--- config.mk ---
export PLATFORM = sky130hd
export DESIGN_NAME = header_enc
export DESIGN_NICKNAME = d
export VERILOG_FILES = /design/src/rtl/header_enc.sv
export SDC_FILE = /design/constraint.sdc
export NUM_CORES = 1
export LEC_CHECK = 0
export CAP_MARGIN = 20
export CORE_ASPECT_RATIO = 1.75
export CORE_MARGIN = 1
export CORE_UTILIZATION = 40
export DETAILED_ROUTE_END_ITERATION = 12
export GPL_TIMING_DRIVEN = 0
export HOLD_SLACK_MARGIN = 0.02
export PLACE_DENSITY = 0.66
export SETUP_SLACK_MARGIN = 0.3
export SLEW_MARGIN = 25
export SYNTH_ARGS = -nofsm -noshare
export SYNTH_HDL_FRONTEND = slang
export SYNTH_SLANG_ARGS = --single-unit
--- constraint.sdc ---
create_clock -name clk -period 4.43 [get_ports clk]
set_clock_uncertainty 0.1 [all_clocks]
set_input_delay 0.886 -clock clk [delete_from_list [all_inputs] [get_ports clk]]
set_output_delay 0.886 -clock clk [all_outputs]
set_load 0.1 [all_outputs]
--- src/rtl/header_enc.sv ---
// Transmit-side header encoder: serialises a 20-byte header (session id, sequence number,
// message count) as three 64-bit beats and owns the sequence counter.
module header_enc #(
  parameter int SID_W  = 80,
  parameter int SEQ_W  = 64,
  parameter int CNT_W  = 16,
  parameter int DATA_W = 64,
  parameter int KEEP_W = 8
) (
  input  logic              clk,
  input  logic              reset,
  input  logic              seq_ld_v_i,
  input  logic [SEQ_W-1:0]  seq_ld_i,
  input  logic              start_v_i,
  output logic              start_ready_o,
  input  logic [SID_W-1:0]  sid_i,
  input  logic [CNT_W-1:0]  msg_cnt_i,
  input  logic              ready_i,
  output logic              valid_o,
  output logic [DATA_W-1:0] data_o,
  output logic [KEEP_W-1:0] keep_o,
  output logic              h0_v_o,
  output logic              h1_v_o,
  output logic              h2_v_o,
  output logic [SEQ_W-1:0]  seq_num_o
);

  typedef enum logic [1:0] {S_IDLE, S_H0, S_H1, S_H2} state_e;

  state_e             state_q, state_d;
  logic [SEQ_W-1:0]   seq_q, seq_d;
  logic [SEQ_W-1:0]   seq_hdr_q, seq_hdr_d;
  logic [SID_W-1:0]   sid_q, sid_d;
  logic [CNT_W-1:0]   cnt_q, cnt_d;
  logic               valid_q, valid_d;
  logic [2:0]         hv_q, hv_d;
  logic [DATA_W-1:0]  data_q, data_d;
  logic [KEEP_W-1:0]  keep_q, keep_d;
  logic               xfer;
  logic               accept;

  // An all-ones count marks end of session and must not move the counter.
  function automatic logic [SEQ_W-1:0] seq_advance(input logic [SEQ_W-1:0] seq,
                                                   input logic [CNT_W-1:0] cnt);
    if (cnt == {CNT_W{1'b1}}) return seq;
    return seq + SEQ_W'(cnt);
  endfunction

  always_comb begin
    start_ready_o = ((state_q == S_IDLE) & ~seq_ld_v_i) | ((state_q == S_H2) & ready_i);
    accept        = start_v_i & start_ready_o;
    xfer          = (state_q != S_IDLE) & ready_i;
  end

  always_comb begin
    state_d   = state_q;
    seq_d     = seq_q;
    seq_hdr_d = seq_hdr_q;
    sid_d     = sid_q;
    cnt_d     = cnt_q;
    valid_d   = 1'b0;
    hv_d      = 3'b000;
    data_d    = '0;
    keep_d    = '0;

    case (state_q)
      S_IDLE: begin
        if (seq_ld_v_i)  seq_d   = seq_ld_i;
        else if (accept) state_d = S_H0;
      end
      S_H0: if (xfer) state_d = S_H1;
      S_H1: if (xfer) state_d = S_H2;
      S_H2: begin
        if (xfer) begin
          seq_d   = seq_advance(seq_q, cnt_q);
          state_d = accept ? S_H0 : S_IDLE;
        end
      end
      default: state_d = S_IDLE;
    endcase

    // seq_d already carries a same-cycle h2 increment, so back-to-back headers see it.
    if (accept) begin
      sid_d     = sid_i;
      cnt_d     = msg_cnt_i;
      seq_hdr_d = seq_d;
    end

    // Outputs are built from next-state values so they register alongside the state.
    case (state_d)
      S_H0: begin
        valid_d = 1'b1;
        hv_d    = 3'b001;
        data_d  = sid_d[SID_W-1 -: DATA_W];
        keep_d  = '1;
      end
      S_H1: begin
        valid_d = 1'b1;
        hv_d    = 3'b010;
        data_d  = {seq_hdr_d[SEQ_W-1:16], sid_d[15:0]};
        keep_d  = '1;
      end
      S_H2: begin
        valid_d = 1'b1;
        hv_d    = 3'b100;
        data_d  = {{(DATA_W-CNT_W-16){1'b0}}, cnt_d, seq_hdr_d[15:0]};
        keep_d  = KEEP_W'(8'h0F);
      end
      default: ;
    endcase
  end

  always_ff @(posedge clk) begin
    if (reset) begin
      state_q <= S_IDLE;
      seq_q   <= SEQ_W'(1);
      valid_q <= 1'b0;
      hv_q    <= 3'b000;
      data_q  <= '0;
      keep_q  <= '0;
    end else begin
      state_q <= state_d;
      seq_q   <= seq_d;
      valid_q <= valid_d;
      hv_q    <= hv_d;
      data_q  <= data_d;
      keep_q  <= keep_d;
    end
  end

  always_ff @(posedge clk) begin
    seq_hdr_q <= seq_hdr_d;
    sid_q     <= sid_d;
    cnt_q     <= cnt_d;
  end

  assign valid_o   = valid_q;
  assign data_o    = data_q;
  assign keep_o    = keep_q;
  assign h0_v_o    = hv_q[0];
  assign h1_v_o    = hv_q[1];
  assign h2_v_o    = hv_q[2];
  assign seq_num_o = seq_q;

endmodule

After elaboration in Yosys (flattened, before gate mapping)

Index checks and enable logic that the tools add are counted.

Add/sub/neg operators: 1
Multiply operators: 0
Divide/modulo/power cells: 0
Order comparisons: 0
Equal/unequal tests: 7
Shift-type cells: 0
Mux-type cells: 22
Bitwise gates (word level): 6
Reduce and logical (&&, ||, !) cells: 4

Operators by type and width:

| kind                                                | count |
|---|---|
| 2-to-1 mux 64 bit                                   | 5 |
| one-hot mux 64 bit (3 select lines)                 | 1 |
| one-hot mux 64 bit (2 select lines)                 | 1 |
| 2-to-1 mux 80 bit                                   | 1 |
| adder 64 x 16 -> 64 bit                             | 1 |
| equality test 16 bit, second input constant         | 1 |
| 2-to-1 mux 16 bit                                   | 1 |
| one-hot mux 8 bit (2 select lines)                  | 1 |
| 2-to-1 mux 2 bit                                    | 5 |
| one-hot mux 3 bit (3 select lines)                  | 1 |
| equality test 2 bit, second input constant          | 4 |
| one-hot mux 2 bit (4 select lines)                  | 1 |
| 2-to-1 mux 1 bit                                    | 5 |
| AND 1 bit                                           | 4 |
| equality test 2 x 1 -> 1 bit, second input constant | 2 |
| OR reduction 3 bit                                  | 1 |
| zero test 2 bit                                     | 1 |
| nonzero test 2 bit                                  | 1 |
| OR reduction 2 bit                                  | 1 |
| inverter 1 bit                                      | 1 |
| OR 1 bit                                            | 1 |

Register bits after elaboration: 302
Latch bits: 0
RAM bits: 0
Memory bits (read-only): 0
Bits of input ports: 165
Output and inout port bits: 141
Word-level logic and storage cells: 49
Memories: 0

Logic depth before layout (Yosys ltp)

Gate-level depths: netlist (run 1).

Depth in word-level cells: 10
Depth in mapped cells: 16
Gate-level depth less buffers: 13

Least setup slack after synthesis (run 1)

OpenSTA, ideal clock, no wires.

Path kind: input to register
Start: in seq_ld_v_i
End: reg data_q[46], in the netlist data_o[46]
Arrival time: 3.619 ns
Path slack: 0.651 ns
Stages: 14
Buffers on the path: 4
Cells stage by stage: inv_1 > a22oi_1 > nor2b_1 > buf_2 > clkbuf_1 > a2111oi_0 > or2_2 > ha_1 > or2_2 > inv_1 > and2_0 > clkbuf_1 > clkbuf_1 > a22o_1

Longest elaborated chain between the ends: 9
Elaborated cells between the ends (all ways): 17

RTL lines:

| element                                                                    | RTL line | text |
|---|---|---|
| from (decl)                                                                | 12       | `input logic seq_ld_v_i,` |
| inverter 1 bit                                                             | 50       | `start_ready_o = ((state_q == S_IDLE) & ~seq_ld_v_i) \| ((state_q == S_H2) & ready_i);` |
| AND 1 bit                                                                  | 50       |  |
| OR 1 bit                                                                   | 50       |  |
| AND 1 bit                                                                  | 51       | `accept = start_v_i & start_ready_o;` |
| 2-to-1 mux 1 bit / 2-to-1 mux 2 bit (equally long branches)                | 76, 69   |  |
| 2-to-1 mux 2 bit, on equally long branches                                 | 74, 68   |  |
| one-hot mux 2 bit (4 select lines)                                         | 66       | `case (state_q)` |
| equality test 2 bit / equality test 2 x 1 -> 1 bit (equally long branches) | 90       | `case (state_d)` |
| one-hot mux 64 bit (3 select lines) (*)                                    | 90       |  |
| to (signal assigned)                                                       | 126      | `data_q <= data_d;` |
| to (decl)                                                                  | 37       | `logic [DATA_W-1:0] data_q, data_d;` |

Every way passes the cells marked *; elsewhere a longest branch is shown, timed or not.
A chain may end at the register's enable or synchronous reset.

Worst setup path in the final report (run 1)

Start: in ready_i
End: reg data_q[23], in the netlist data_o[23]

Longest elaborated chain between the ends: 8
Elaborated cells between the ends (all ways): 20

RTL lines:

| element                                                                    | RTL line | text |
|---|---|---|
| from (decl)                                                                | 18       | `input logic ready_i,` |
| AND 1 bit                                                                  | 50       |  |
| OR 1 bit                                                                   | 50       |  |
| AND 1 bit                                                                  | 51       |  |
| 2-to-1 mux 1 bit / 2-to-1 mux 2 bit (equally long branches)                | 76, 69   |  |
| 2-to-1 mux 2 bit, on equally long branches                                 | 74, 68   |  |
| one-hot mux 2 bit (4 select lines)                                         | 66       |  |
| equality test 2 bit / equality test 2 x 1 -> 1 bit (equally long branches) | 90       |  |
| one-hot mux 64 bit (3 select lines) (*)                                    | 90       |  |

Marks and branches as above.

==> results of run 1 <==
[worst paths after layout]
kind / start / endpoint / slack [ns] / cells after the start
max: ready_i / data_o[23] / 0.36 / 9
min: sid_q[57] / sid_q[57] / 0.35 / 2
max reg2reg: state_q[1] / data_o[62] / 0.42 / 14
min reg2reg: sid_q[57] / sid_q[57] / 0.35 / 2
[cells in the final DEF, fill, tap and decap left out, types with 7 or more instances in the layout]
cell and n:
nand2_1 354, clkdlybuf4s50_1 303, dfxtp_1 295, nor2_1 183, clkbuf_1 86, a21oi_1 73, a22o_1 61, o21ai_0 56
nand4_1 37, a22oi_1 37, clkbuf_16 28, mux2_2 25, mux2i_1 25, inv_1 24, ha_1 24, nor2b_1 22
nor3_1 21, o31ai_1 20, a31oi_1 19, nand3_1 16, and2_1 16, a21o_1 15, o221ai_1 15, and3_1 13
a222oi_1 13, clkbuf_2 11, a211oi_1 11, buf_1 10, buf_4 10, or3_1 10, buf_2 9, o32ai_1 9
nor4_1 8, nand2b_1 8, o311a_1 8, clkbuf_4 7, o211ai_1 7, xor2_1 7
[stage by stage]
| stage | cells | power (mW) | setup WS (ns) | TNS (ns) | utilization (%) |
|---|---|---|---|---|---|
| floorplan | 1693 | 5.16 | 0.651 | 0 | - |
| global placement | 2457 | 6.14 | -1.47 | -97.68 | 51.1 |
| detailed placement | 2458 | 6.19 | -1.55 | -102.22 | 51.1 |
| CTS | 2505 | 8.71 | 0.320 | 0 | 54.0 |
| global route | 2509 | 9.04 | 0.314 | 0 | 54.3 |
| finish | 2509 | 8.76 | 0.359 | 0 | 54.3 |
[cell families (layout without fill, tap and decap cells)]
group / Yosys count / in the layout
AND/OR/NAND/NOR: 724 / 724
AO/OA/AOI/OAI: 434 / 434
flip-flops: 295 / 295
buffers and inverters: 152 / 506
multiplexers: 50 / 50
adder cells (fa/ha/maj): 26 / 26
XOR/XNOR: 12 / 12
other: 0 / 2
[state kept, by name (all words and copies together), names as in the netlist]
name	count
seq_hdr_q	64
sid_q	80
seq_num_o	64
state_q	2
keep_o	2
cnt_q	16
hv_q	3
data_o	64
[worst max-delay path, stage by stage]
cell             delay (ns)
clkdlybuf4s50_1        0.55
nor2b_1                0.41
o41a_1                 0.34
nand3_1                0.33
a211oi_1               0.54
nor2_1                 0.36
a21o_1                 0.26
a211oi_1               0.55
o21ai_0                0.18
[power groups by stage]
stage                     Combinational [mW]  Sequential, mW  Clock, mW
after floorplan                         1.19            3.97          0
after global placement                  2.70            3.44          0
after detailed placement                2.74            3.45          0
after CTS                               2.75            3.40       2.56
after global routing                    2.94            3.44       2.66
final                                   2.81            3.41       2.55
[area by class of cell]
class / count / area (µm²)
clock inverter: 13 / 211
inverter: 25 / 93.8
tap: 460 / 576
multi-input combinational: 1246 / 7480
fill: 3313 / 15700
antenna: 2 / 5.00
buffer: 127 / 564
clock buffer: 34 / 743
sequential: 295 / 5910
timing repair buffer: 307 / 3060
[metal layers]
layer	part of all wire, %	track usage, %	up-vias
li1	-	-	6754
met1	33	38.6	7087
met2	50	69.2	790
met3	6.2	6.25	289
met4	11	38.2	0
met5	0	0	-
[repair_timing]
| action | CTS | global route |
|---|---|---|
| pin swaps | 0 | 1 |
| setup endpoints to repair | 115 | 60 |
| buffers inserted | 0 | 2 |
| gates resized for setup | 27 | 25 |
==> flow_summary_export.csv, run 1 <==
group,metric,value,unit
clock_tree,cts_hold_buf,0,
synthesis,syn_avg_cell_area,8.23,µm²
clock_tree,path_clk_slew,0.06,ns
power,switching_share,38.7,%
route,wl_per_cell,28.1,µm
synthesis,syn_inst,1693,
worst_setup_path,critPathKind,"primary input to register",
finish,syn_to_final_growth,33.8,%
sta,rsz0062_at_grt,"true",
worst_setup_path,cp-start-kind,"primary input",
clock_tree,cts.htree.levels,1,
synthesis,synth_edf_count,0,
clock_tree,clk_latency,0.60,ns
sta,drv_slew,0,
route,drc,1,
floorplan,num_rows,90,
synthesis,ys_ff_latch,295,
placement,io_buffer_count,304,
synthesis,ys_warn_count,0,
worst_setup_path,required,4.77,ns
route,post_drt_via_cell_ratio,5.95,
power,p_int,5.37,mW
synthesis,synth_nets,1884,
run,cap_violations,0,
synthesis,synth_top_area_share,42.4,%
grt,grt_max_degree,16,
route,dr_total_vias,14900,
floorplan,coreArea,34300,µm²
route,wl,70500,µm
grt,grt_overflow_total,0,
sta,worst_pin_slew,1.13,ns
synthesis,synth_area,13900,µm²
synthesis,synthAdderAreaFrac,2.39,%
synthesis,yosysTopAreaCell,"dfxtp_1",
floorplan,die_h,249,µm
synthesis,yosysSeqAreaShare,42.4,%
synthesis,yosys-top-cells-area,"dfxtp_1, nand2_1, nor2_1",
min_path,hold_path_class,"register to register",
floorplan,die_width,143,µm
clock_tree,clkSinkCount,295,
synthesis,synth_compound_area_share,23.2,%
run_status,status,"complete, but fails checks",
synthesis,ys.flop_type,"dfxtp_1",
run_status,violations,"DRC",
power,cellPowerDensity,470,nW/µm²
clock_tree,cts_max_path_buffers,3,
sta,maxSlewHeadroom,24.8,%
finish,drive_above_1_share,7.13,%
placement,gp_congestion,1.02,
synthesis,async_reset_ff_share,0,%
synthesis,ys_types,86,
route,dr.pass1.iters,12,
sta,setup_viol,0,
sta,fin_crit,4.07,ns
floorplan,start_util,40.6,%
floorplan,ioPinCount,306,
placement,dpl_cell_area,17600,µm²
sta,fin_crit_sh,91.9,%
floorplan,dieArea,35600,µm²
power,clkPwrFrac,29.1,%
synthesis,synth_xor_area_share,0.754,%
worst_setup_path,crit_path_max_fanout,8,
synthesis,post-synth-top-count-cell,"nand2_1",
worst_setup_path,cp.arrival,4.42,ns
sta,hold_slack,0.346,ns
power,leakage,7.31,nW
power,peakVddDrop,0.407,mV
finish,design_area,18600,µm²
power,p_comb_share,32.0,%
synthesis,synthMuxAreaShare,3.82,%
power,power_switching,3.39,mW
power,pwr-share-seq,38.9,%
grt,grt_pass1_vias,15100,
synthesis,synth_top_family_by_area,"compound AO/OA/AOI/OAI gates",
grt,antenna_found_initial,1,
route,drt.antenna.violating_nets,0,
sta,max_freq,0.246,GHz
synthesis,synth_common_cells,"nand2_1, dfxtp_1, nor2_1, clkbuf_1, a21oi_1",
clock_tree,cts_tree,"done",
placement,dp_hpwl,55400,µm
finish,fin_nets,2221,
clock_tree,cts_made_buffers,28,
sta,finalHoldViolCount,0,
worst_setup_path,end_kind,"register",
synthesis,synth-simple-area-share,23.1,%
clock_tree,cts-root-buf,"clkbuf_16",
route,drt_iter0_markers,1064,
grt,grt_use_total,39.5,%
grt,grt_pass1_wl,99600,µm
Note: power is estimated with default switching activity, not from simulation.
==> run 2, diff against run 1 <==
--- a/config.mk
+++ b/config.mk
@@ -12,7 +12,7 @@
 export DETAILED_ROUTE_END_ITERATION = 12
 export GPL_TIMING_DRIVEN = 0
 export HOLD_SLACK_MARGIN = 0.02
-export PLACE_DENSITY = 0.66
+export PLACE_DENSITY = 0.68
 export SETUP_SLACK_MARGIN = 0.3
 export SLEW_MARGIN = 25
 export SYNTH_ARGS = -nofsm -noshare
==> flow_summary_export.csv, run 2 (same netlist as run 1, synthesis figures left out) <==
group,metric,value,unit
route,drc,0,
sta,drv_slew,0,
clock_tree,path_clk_slew,0.07,ns
grt,grt_max_degree,17,
grt,grt_pass1_vias,15200,
clock_tree,cts.htree.levels,1,
power,peakVddDrop,0.364,mV
route,dr_total_vias,15100,
floorplan,die_width,143,µm
grt,antenna_found_initial,1,
finish,drive_above_1_share,7.27,%
clock_tree,clk_latency,0.60,ns
clock_tree,cts_made_buffers,27,
finish,largest_reg_flops,80,
route,dr.pass1.iters,8,
floorplan,coreArea,34300,µm²
power,cellPowerDensity,473,nW/µm²
power,switching_share,38.8,%
worst_setup_path,end_kind,"register",
clock_tree,clkSinkCount,295,
worst_setup_path,path_cells,"inv_1 > ha_2 > buf_2 > clkbuf_2 > a211oi_1 > or2_2 > inv_1 > ha_1 > clkbuf_1 > and2_2 > clkbuf_4 > clkbuf_2 > nand2_1 > o31ai_1",
run_status,status,"completed",
floorplan,start_util,40.6,%
power,p_total,8.83,mW
power,leakage,7.33,nW
worst_setup_path,cp_top_family,"buffers and inverters",
power,power_switching,3.43,mW
grt,grt_pass1_wl,103000,µm
worst_setup_path,crit_start,"state_q[1]",
placement,io_buffer_count,304,
finish,fin_nets,2220,
route,drt_iter0_markers,1393,
floorplan,die_h,249,µm
finish,syn_to_final_growth,33.9,%
power,clkPwrFrac,29.4,%
min_path,hold_path_class,"register to register",
route,wl_per_cell,29.0,µm
finish,antennaDiodeCount,0,
sta,fin_crit_sh,91.9,%
placement,dp_hpwl,56300,µm
placement,dpl_cell_area,17600,µm²
floorplan,dieArea,35600,µm²
sta,rsz0062_at_grt,"false",
power,p_comb_share,31.9,%
sta,setup_viol,0,
worst_setup_path,rr_startpoint,"state_q[1]",
worst_setup_path,cp-start-kind,"register",
route,wl,72600,µm
worst_setup_path,crit_buf_inv,7,
min_path,min_from,"sid_q[60]",
floorplan,ioPinCount,306,
sta,fin_crit,4.07,ns
finish,layout_common_cells,"nand2_1, clkdlybuf4s50_1, dfxtp_1, nor2_1, clkbuf_1",
finish,top_register,"sid_q",
run,cap_violations,0,
worst_setup_path,slowest_delay,0.42,ns
worst_setup_path,slowest_stage,"buf_2",
sta,finalHoldViolCount,0,
power,pwr-share-seq,38.7,%
clock_tree,cts_tree,"done",
finish,final_common_cell,"nand2_1",
sta,worst_pin_slew,1.14,ns
worst_setup_path,crit_path_max_fanout,10,
sta,max_freq,0.246,GHz
route,post_drt_via_cell_ratio,6.00,
clock_tree,cts_max_path_buffers,3,
worst_setup_path,cp.arrival,4.47,ns
grt,grt_use_total,40.9,%
clock_tree,cts-root-buf,"clkbuf_16",
grt,grt_overflow_total,0,
route,drt.antenna.violating_nets,0,
sta,maxSlewHeadroom,24.1,%
placement,gp_congestion,1.01,
worst_setup_path,critPathKind,"register to register",
finish,design_area,18700,µm²
power,p_int,5.41,mW
floorplan,num_rows,90,
worst_setup_path,required,4.83,ns
run 2: power by group through the flow:
stage | sequential [mW] | clock (mW) | combinational (mW)
finish | 3.42 | 2.60 | 2.82
global route | 3.45 | 2.70 | 2.96
CTS | 3.40 | 2.61 | 2.77
detailed placement | 3.46 | 0 | 2.74
global placement | 3.45 | 0 | 2.72
floorplan | 3.97 | 0 | 1.19
run 2: repair_timing:
action / 4_1_cts / 5_1_grt
cloned: 0 / 0
hold buffers: 0 / 0
pin swaps: 0 / 1
buffers inserted: 0 / 1
gates resized for setup: 32 / 29
setup endpoints to repair: 96 / 81
run 2: routing by layer:
layer / GRT usage (%) / up-vias / part of all wire (%)
met2: 70.1 / 788 / 49
li1: - / 6778 / -
met1: 40.3 / 7188 / 33
met3: 8.04 / 302 / 6.8
met4: 39.7 / 2 / 11
met5: 0 / - / 0.018
run 2: area by class of cell:
type	instances	area [µm²]
buffer	127	586
clock buffer	33	728
clock inverter	16	233
fill	3278	15700
inverter	25	93.8
multi-input combinational	1246	7480
sequential	295	5910
tap	460	576
timing repair buffer	307	3060
run 2: per-stage QoR:
step | util (%) | std cells | TNS [ns] | hold slack, ns | setup slack (ns)
finish | 54.3 | 2509 | 0 | 0.346 | 0.359
global route | 54.3 | 2509 | 0 | 0.359 | 0.271
CTS | 54.1 | 2507 | 0 | 0.348 | 0.305
detailed placement | 51.1 | 2458 | -87.96 | 0.332 | -1.43
global placement | 51.1 | 2457 | -89.97 | 0.330 | -1.46
floorplan | - | 1693 | 0 | 0.318 | 0.651
run 2: path summary, 6_finish.rpt:
check | to | slack, ns | cells after the start
max | data_o[43] | 0.36 | 14
min | sid_q[60] | 0.35 | 2
max reg2reg | data_o[43] | 0.36 | 14
min reg2reg | sid_q[60] | 0.35 | 2
run 2: worst register-to-register path, stage by stage, from the launching register on:
cell and delay [ns]:
dfxtp_1 0.36, inv_1 0.11, ha_2 0.39, buf_2 0.42, clkbuf_2 0.41, a211oi_1 0.13, or2_2 0.36, inv_1 0.12
ha_1 0.15, clkbuf_1 0.35, and2_2 0.31, clkbuf_4 0.24, clkbuf_2 0.34, nand2_1 0.12, o31ai_1 0.07
==> run 3, diff against run 2 <==
--- a/config.mk
+++ b/config.mk
@@ -5,6 +5,7 @@
 export SDC_FILE = /design/constraint.sdc
 export NUM_CORES = 1
 export LEC_CHECK = 0
+export ABC_CLOCK_PERIOD_IN_PS = 4430
 export CAP_MARGIN = 20
 export CORE_ASPECT_RATIO = 1.75
 export CORE_MARGIN = 1
==> results of run 3 <==
The final DEF is identical to that of run 2; final timing and power are the same.
